==> src/rtl/serial_sub_pkg.sv <==
// Shared definitions for the bit-serial subtractor: FSM state encoding and
// counter sizing helper.
package serial_sub_pkg;

  typedef enum logic [1:0] {
    ST_IDLE = 2'd0,
    ST_RUN  = 2'd1,
    ST_DONE = 2'd2
  } state_t;

  // A 1-bit operand still needs a 1-bit counter, which $clog2(1) would not give.
  function automatic int cnt_width(input int w);
    return (w > 1) ? $clog2(w) : 1;
  endfunction

endpackage

==> src/rtl/full_subtractor_mux.sv <==
// 1-bit full subtractor cell, D = A - B - Bin, with the borrow formed by a 2:1 mux
// steered by A^B.
module full_subtractor_mux (
  input  logic A,
  input  logic B,
  input  logic Bin,
  output logic D,
  output logic Bout
);

  logic prop;

  // When A and B differ the borrow is simply B; when equal the incoming borrow ripples.
  assign prop = A ^ B;
  assign D    = prop ? ~Bin : Bin;
  assign Bout = prop ? B : Bin;

endmodule

==> src/rtl/serial_subtractor_ctrl.sv <==
// Bit-serial WIDTH-bit subtractor (diff = a - b, LSB first) through one shared cell.
// Optional signed-overflow output enabled by defining SERSUB_OVF_EN.
module serial_subtractor_ctrl
  import serial_sub_pkg::*;
#(
  parameter int WIDTH = 8
) (
  input  logic             clk,
  input  logic             rst,
  input  logic             start,
  input  logic [WIDTH-1:0] a,
  input  logic [WIDTH-1:0] b,
  output logic             busy,
  output logic             done,
  output logic [WIDTH-1:0] diff,
  output logic             bout
`ifdef SERSUB_OVF_EN
  ,
  output logic             ovf
`endif
);

  localparam int CNT_W = cnt_width(WIDTH);

  state_t           state;
  logic [CNT_W-1:0] count;
  logic             borrow;
  logic [WIDTH-1:0] a_sh;
  logic [WIDTH-1:0] b_sh;
  logic [WIDTH-1:0] diff_sh;
  logic [WIDTH-1:0] diff_nxt;
  logic [WIDTH:0]   diff_cat;
  logic             cell_d;
  logic             cell_bout;
  logic             last_bit;

  full_subtractor_mux u_cell (
    .A    (a_sh[0]),
    .B    (b_sh[0]),
    .Bin  (borrow),
    .D    (cell_d),
    .Bout (cell_bout)
  );

  assign last_bit = (count == CNT_W'(WIDTH - 1));
  assign diff_cat = {cell_d, diff_sh};
  assign diff_nxt = diff_cat[WIDTH:1];

  // Operand/result shift registers: pure data, no reset needed.
  always_ff @(posedge clk) begin
    if (state == ST_IDLE && start) begin
      a_sh <= a;
      b_sh <= b;
    end else if (state == ST_RUN) begin
      a_sh    <= a_sh >> 1;
      b_sh    <= b_sh >> 1;
      diff_sh <= diff_nxt;
    end
  end

  // Control FSM, borrow/count and held result registers.
  always_ff @(posedge clk) begin
    if (rst) begin
      state  <= ST_IDLE;
      busy   <= 1'b0;
      done   <= 1'b0;
      diff   <= '0;
      bout   <= 1'b0;
      borrow <= 1'b0;
      count  <= '0;
`ifdef SERSUB_OVF_EN
      ovf    <= 1'b0;
`endif
    end else begin
      case (state)
        ST_IDLE: begin
          done <= 1'b0;
          if (start) begin
            borrow <= 1'b0;
            count  <= '0;
            busy   <= 1'b1;
            state  <= ST_RUN;
          end
        end
        ST_RUN: begin
          borrow <= cell_bout;
          count  <= count + 1'b1;
          if (last_bit) begin
            diff  <= diff_nxt;
            bout  <= cell_bout;
`ifdef SERSUB_OVF_EN
            // borrow still holds the borrow into the MSB on this edge
            ovf   <= borrow ^ cell_bout;
`endif
            done  <= 1'b1;
            state <= ST_DONE;
          end
        end
        ST_DONE: begin
          done  <= 1'b0;
          busy  <= 1'b0;
          state <= ST_IDLE;
        end
        default: begin
          done  <= 1'b0;
          busy  <= 1'b0;
          state <= ST_IDLE;
        end
      endcase
    end
  end

endmodule

==> config.mk <==
export PLATFORM = sky130hd
export DESIGN_NAME = serial_subtractor_ctrl
export DESIGN_NICKNAME = d
export VERILOG_FILES = /design/src/rtl/serial_sub_pkg.sv /design/src/rtl/full_subtractor_mux.sv /design/src/rtl/serial_subtractor_ctrl.sv
export SDC_FILE = /design/constraint.sdc
export NUM_CORES = 1
export LEC_CHECK = 0
export CORE_MARGIN = 4
export CORE_UTILIZATION = 44
export CTS_BUF_LIST = sky130_fd_sc_hd__clkbuf_4
export DETAILED_ROUTE_END_ITERATION = 10
export GPL_TIMING_DRIVEN = 0
export PLACE_DENSITY_LB_ADDON = 0.12
export SYNTH_ARGS = -nofsm -noshare
export SYNTH_HDL_FRONTEND = slang
export SYNTH_SLANG_ARGS = --single-unit
==> constraint.sdc <==
create_clock -name clk -period 1.3 [get_ports clk]
set_input_delay 0.13 -clock clk [delete_from_list [all_inputs] [get_ports clk]]
set_output_delay 0.13 -clock clk [all_outputs]
set_load 0.01 [all_outputs]
# --- Word-level counts from Yosys, hierarchy flattened ---
# Index checks and enable logic that the tools add are counted.
word_totals:
  regBits: 41
  latch_bits: 0
  ramBits: 0
  rom_bits: 0
  inputBits: 19
  output_inout_bits: 11
  elab_cells: 44
  n_memories: 0
classes:
  addsub: 1
  n_mul: 0
  div: 0
  magnitude_cmp: 0
  eq_ne: 4
  shift: 0
  mux: 15
  bitwise_logic: 4
  reduce_logical: 10
op_table:
  columns: ["cell", "count"]
  rows:
  - ["two-way mux 8 bit", 4]
  - ["AND reduction 2 bit", 5]
  - ["one-hot mux 3 bit (2 select lines)", 1]
  - ["two-way mux 1 bit", 4]
  - ["two-way mux 2 bit", 2]
  - ["inequality test 2 bit (second input constant)", 2]
  - ["one-hot mux 1 bit (2 select lines)", 2]
  - ["one-hot mux 2 bit (2 select lines)", 1]
  - ["nonzero test 2 bit", 2]
  - ["adder 3 x 1 -> 3 bit (second input constant)", 1]
  - ["== test 3 bit (second input constant)", 1]
  - ["two-way mux 3 bit", 1]
  - ["NOT 1 bit", 3]
  - ["== test 2 x 1 -> 1 bit (second input constant)", 1]
  - ["logical NOT 2 bit", 1]
  - ["OR reduction 2 bit", 1]
  - ["logical AND 1 bit", 1]
  - ["bitwise XOR 1 bit", 1]

# --- Logic depth before layout (Yosys ltp) ---
# Gate-level depths: netlist of run 1.
depth:
  depth_word: 4
  depth_mapped: 6

# --- Hierarchy ---
# A second synthesis of run 1 with hierarchy kept.
hier_totals:
  cells_unflattened: 119
  area_unflattened_um2: 1557.7
by_module_without_submodules:
  columns: ["module", "instances", "cells_each", "area_per_inst_um2", "seq_area_each_um2"]
  rows:
  - ["serial_subtractor_ctrl", 1, 115, 1525.2, 1031.0]
  - ["full_subtractor_mux", 1, 4, 32.5, 0.0]

# --- Worst setup path after synthesis of run 1 ---
# No wires, ideal clock.
synth_path:
  path_kind: "register to register"
  from: "register state[0]"
  to: "register a_sh[1] (data pin)"
  setup_time_ns: 0.260
  t_arrival_ns: 1.115
  slack_ns: -0.075
  stages_incl_launch_ff: 5
  period_less_slack_ns: 1.375
  path_cell_list: "dfxtp_1 > nor3b_2 > buf_6 > buf_6 > mux2_4"
synth_via:
  elab_chain_cells: 3
synth_rtl:
  columns: ["element", "line_no", "text"]
  rows:
  - ["from (decl)", "serial_subtractor_ctrl.sv:25", "state_t state;"]
  - ["from (signal assigned)", "serial_subtractor_ctrl.sv:64", "state <= ST_IDLE;"]
  - ["from (signal assigned)", "serial_subtractor_ctrl.sv:82", "state <= ST_RUN;"]
  - ["from (signal assigned)", "serial_subtractor_ctrl.sv:96", "state <= ST_DONE;"]
  - ["logical NOT 2 bit", "serial_subtractor_ctrl.sv:51", "if (state == ST_IDLE && start) begin"]
  - ["logical AND 1 bit", "serial_subtractor_ctrl.sv:51", null]
  - ["two-way mux 8 bit", "serial_subtractor_ctrl.sv:51", null]
  - ["to (signal assigned)", "serial_subtractor_ctrl.sv:55", "a_sh <= a_sh >> 1;"]
  - ["to (decl)", "serial_subtractor_ctrl.sv:28", "logic [WIDTH-1:0] a_sh;"]
# Every way passes these cells.
# A chain may end at the register's enable or synchronous reset.

# --- Worst setup path after layout of run 1 ---
layout_path:
  from: "input port start"
  to: "register a_sh[0] (data pin)"
layout_via:
  elab_chain_cells: 2
layout_rtl:
  columns: ["element", "line_no", "text"]
  rows:
  - ["from (decl)", "serial_subtractor_ctrl.sv:10", "input logic start,"]
  - ["logical AND 1 bit", "serial_subtractor_ctrl.sv:51", null]
  - ["two-way mux 8 bit", "serial_subtractor_ctrl.sv:51", null]
# Every way passes these cells.

==> results.cfg, run 1 <==
[clock_tree]
cts.sinks = 40
hold_buffers = 0
path_clk_slew_ps = 110
clk_latency_ps = 340
clk_path_buf_depth = 2
cts_tree = yes
htreeDepth = 2
numCtsBuffers = 5
cts_root_buffer = clkbuf_4

[yosys]
syn_avg_cell_area_sq_um = 13.2
synthArstFlopShare = 0
synth-edff-count = 23
synthDistinctLibCells = 26
synth_ff_type = edfxtp_1
synth_compound_area_frac = 0.0671
synthMuxAreaShare = 0.114
synth_area_leaders = edfxtp_1 (44%), dfxtp_1 (21%), mux2_2 (5.7%)
synthAdderAreaFrac = 0.0158
synthSimpleGateAreaFrac = 0.106
synth_top_family_by_area = multiplexers
synth_cells = 120
synth.most_common_cell = edfxtp_1
seq_area_frac_synth = 0.650
yosysWarnings = 0
synth_area_sq_um = 1590
yosys.area.top_type = edfxtp_1
syn_nets = 141
yosys-top-cells-count = edfxtp_1 (23), dfxtp_1 (17), nand2_1 (17), a21oi_1 (10), nor2_1 (9)
synth_top_area_share = 0.436
synth_xor_area_frac = 0.0150
ys_ff_latch = 40

[routing]
num_vias = 1098
wl_per_cell_um = 14.9
dr.pass1.iters = 4
via_per_inst = 5.04
drtIter0Drc = 55
routed_wl_um = 3260
drc = 0
antenna_left = 0

[global_route]
grt_antenna_before_repair = 0
grt_usage = 0.150
grt_max_degree = 14
grt_pass1_wl_um = 4910
grt_pass1_vias = 1127
grt_overflow_total = 0

[power_and_ir_drop]
p_sw_frac = 0.220
peakVddDrop_mv = 0.486
p_int_mw = 1.95
p_per_area_nw_per_um2 = 1080
p_clk_frac = 0.249
p_leak_nw = 0.913
p_seq_frac = 0.596
comb_power_share = 0.154
power_switching_mw = 0.549

[die]
rows = 21
start_util = 0.464
core_sq_um = 3420
die_h_um = 68.0
dieWidth_um = 68.0
ios = 30
die-area_sq_um = 4630

[min_path]
hp-class = input pin to flip-flop

[worst_setup_path]
cp_slowest_cell = clkdlybuf4s50_1
crit_type = input pin to flip-flop
required_ps = 1400
end_kind = flip-flop
cp-start-kind = input pin
crit_fanout = 8
worstPathArrival_ps = 1510
slowest_delay_ps = 570
path_cells = clkdlybuf4s50_1, nor3b_4, buf_6, buf_12, mux2_4

[timing]
min_period_ps = 1410
hold_viol = 0
setup_viol = 14
max_freq_mhz = 710
slew_headroom = 0.639
tightest_slew_ps = 541
rsz0062_at_grt = true
post-route-period-util = 1.08
setup_ws_ps = -109
drv_slew = 0
skew_ps = 7.38

[final_layout]
fin_util = 0.680
final_area_sq_um = 2320
layout.nets = 192
diodes = 0
drive_gt1_frac = 0.395
syn_to_final_growth_pct = 46.5
fillers = 254

[place]
dp_hpwl_um = 1770
placed_cell_area_sq_um = 1930
portBuffers = 28
gp_congestion = 0.699

[outcome]
violations = negative setup slack
run_status = finished with violations

[run]
maxCapViolCount = 0
what timing repair did:
item / in CTS / in global routing
setup endpoints to repair: 52 / 43
resized for setup: 23 / 37
pin swaps: 2 / 19
setup buffers: 12 / 3
cloned: 1 / 1
registers in the layout, summed over array words and instances (netlist names), 2 cells and up:
name / cells
b_sh: 8
count: 3
a_sh: 8
state: 2
diff_sh: 7
diff: 8
critical path, delay by kind of cell:
kind | cells | cell delay, ps
buffers and inverters | 3 | 860
muxes | 1 | 300
and+or+nand+nor | 1 | 230
routing by layer:
metal,GRT usage,share of wire
met1,0.181,0.42
met2,0.229,0.50
met3,0.0509,0.052
met4,0.0968,0.025
met5,0,0
per-stage QoR:
stage	power [mW]	setup WS, ps	hold slack, ps	TNS [ps]	cells
floorplan	1.68	-45.9	321	-275	120
global placement	1.77	-430	429	-11720	194
detailed placement	1.78	-429	438	-12580	194
CTS	2.45	-76.9	138	-875	214
global route	2.63	-148	218	-2170	218
finish	2.50	-109	199	-1410	218
power by group through the flow:
stage               Combinational, mW  Sequential (mW)  Clock, mW
finish                          0.386             1.49      0.624
global route                    0.415             1.50      0.715
floorplan                       0.173             1.51          0
CTS                             0.323             1.49      0.640
detailed placement              0.258             1.52          0
global placement                0.252             1.52          0
path summary, 6_finish.rpt:
path | from | to | slack, ps | cells after the start
worst max-delay path | start | a_sh[0]$_DFFE_PP_ | -110 | 5
worst min-delay path | rst | diff[0]$_SDFFE_PP0P_ | 200 | 2
worst max register to register | state[1]$_SDFFE_PP0P_ | a_sh[0]$_DFFE_PP_ | -90 | 4
worst min register to register | diff[0]$_SDFFE_PP0P_ | diff[0]$_SDFFE_PP0P_ | 460 | 2
cell type report:
class	instances	area (sq um)	area share
Multi-Input combinational cell	72	657	0.283
Buffer	5	45.0	0.0194
Tap cell	46	57.6	0.0248
Sequential cell	40	1040	0.448
Inverter	3	15.0	0.00647
Timing Repair Buffer	44	450	0.194
Clock buffer	7	52.6	0.0226
Clock inverter	1	3.75	0.00162
logic make-up after synthesis:
| kind of cell | count (synthesis) |
|---|---|
| compound gates | 18 |
| xor+xnor | 1 |
| fa+ha+maj | 2 |
| buf+inv | 9 |
| flops | 40 |
| mux | 14 |
| simple gates | 36 |
layout by cell type, fill, tap and decap left out, types with 2 or more instances in the layout:
cell type,Yosys,routed
edfxtp_1,23,23
clkdlybuf4s50_1,0,17
mux2_4,6,14
dfxtp_1,17,13
dlygate4sd2_1,0,11
nand2_1,17,10
nor2_1,9,9
buf_4,0,8
buf_6,2,7
a21oi_2,0,7
clkbuf_4,0,7
nand2_2,0,6
a21oi_1,10,3
clkbuf_1,2,2
a211oi_2,0,2
a22oi_1,3,2
inv_1,3,2
and2_1,2,2
ha_4,0,2
dfxtp_2,0,2
buf_12,0,2
dfxtp_4,0,2
Power figures use the tool's default switching activity.
==> run 2: changes to the inputs <==
--- a/config.mk
+++ b/config.mk
@@ -8,6 +8,7 @@
 export CORE_MARGIN = 4
 export CORE_UTILIZATION = 44
 export CTS_BUF_LIST = sky130_fd_sc_hd__clkbuf_4
+export CTS_CLUSTER_DIAMETER = 80
 export DETAILED_ROUTE_END_ITERATION = 10
 export GPL_TIMING_DRIVEN = 0
 export PLACE_DENSITY_LB_ADDON = 0.12
==> results of run 2 <==
The final DEF is identical to that of run 1; final timing and power are the same.
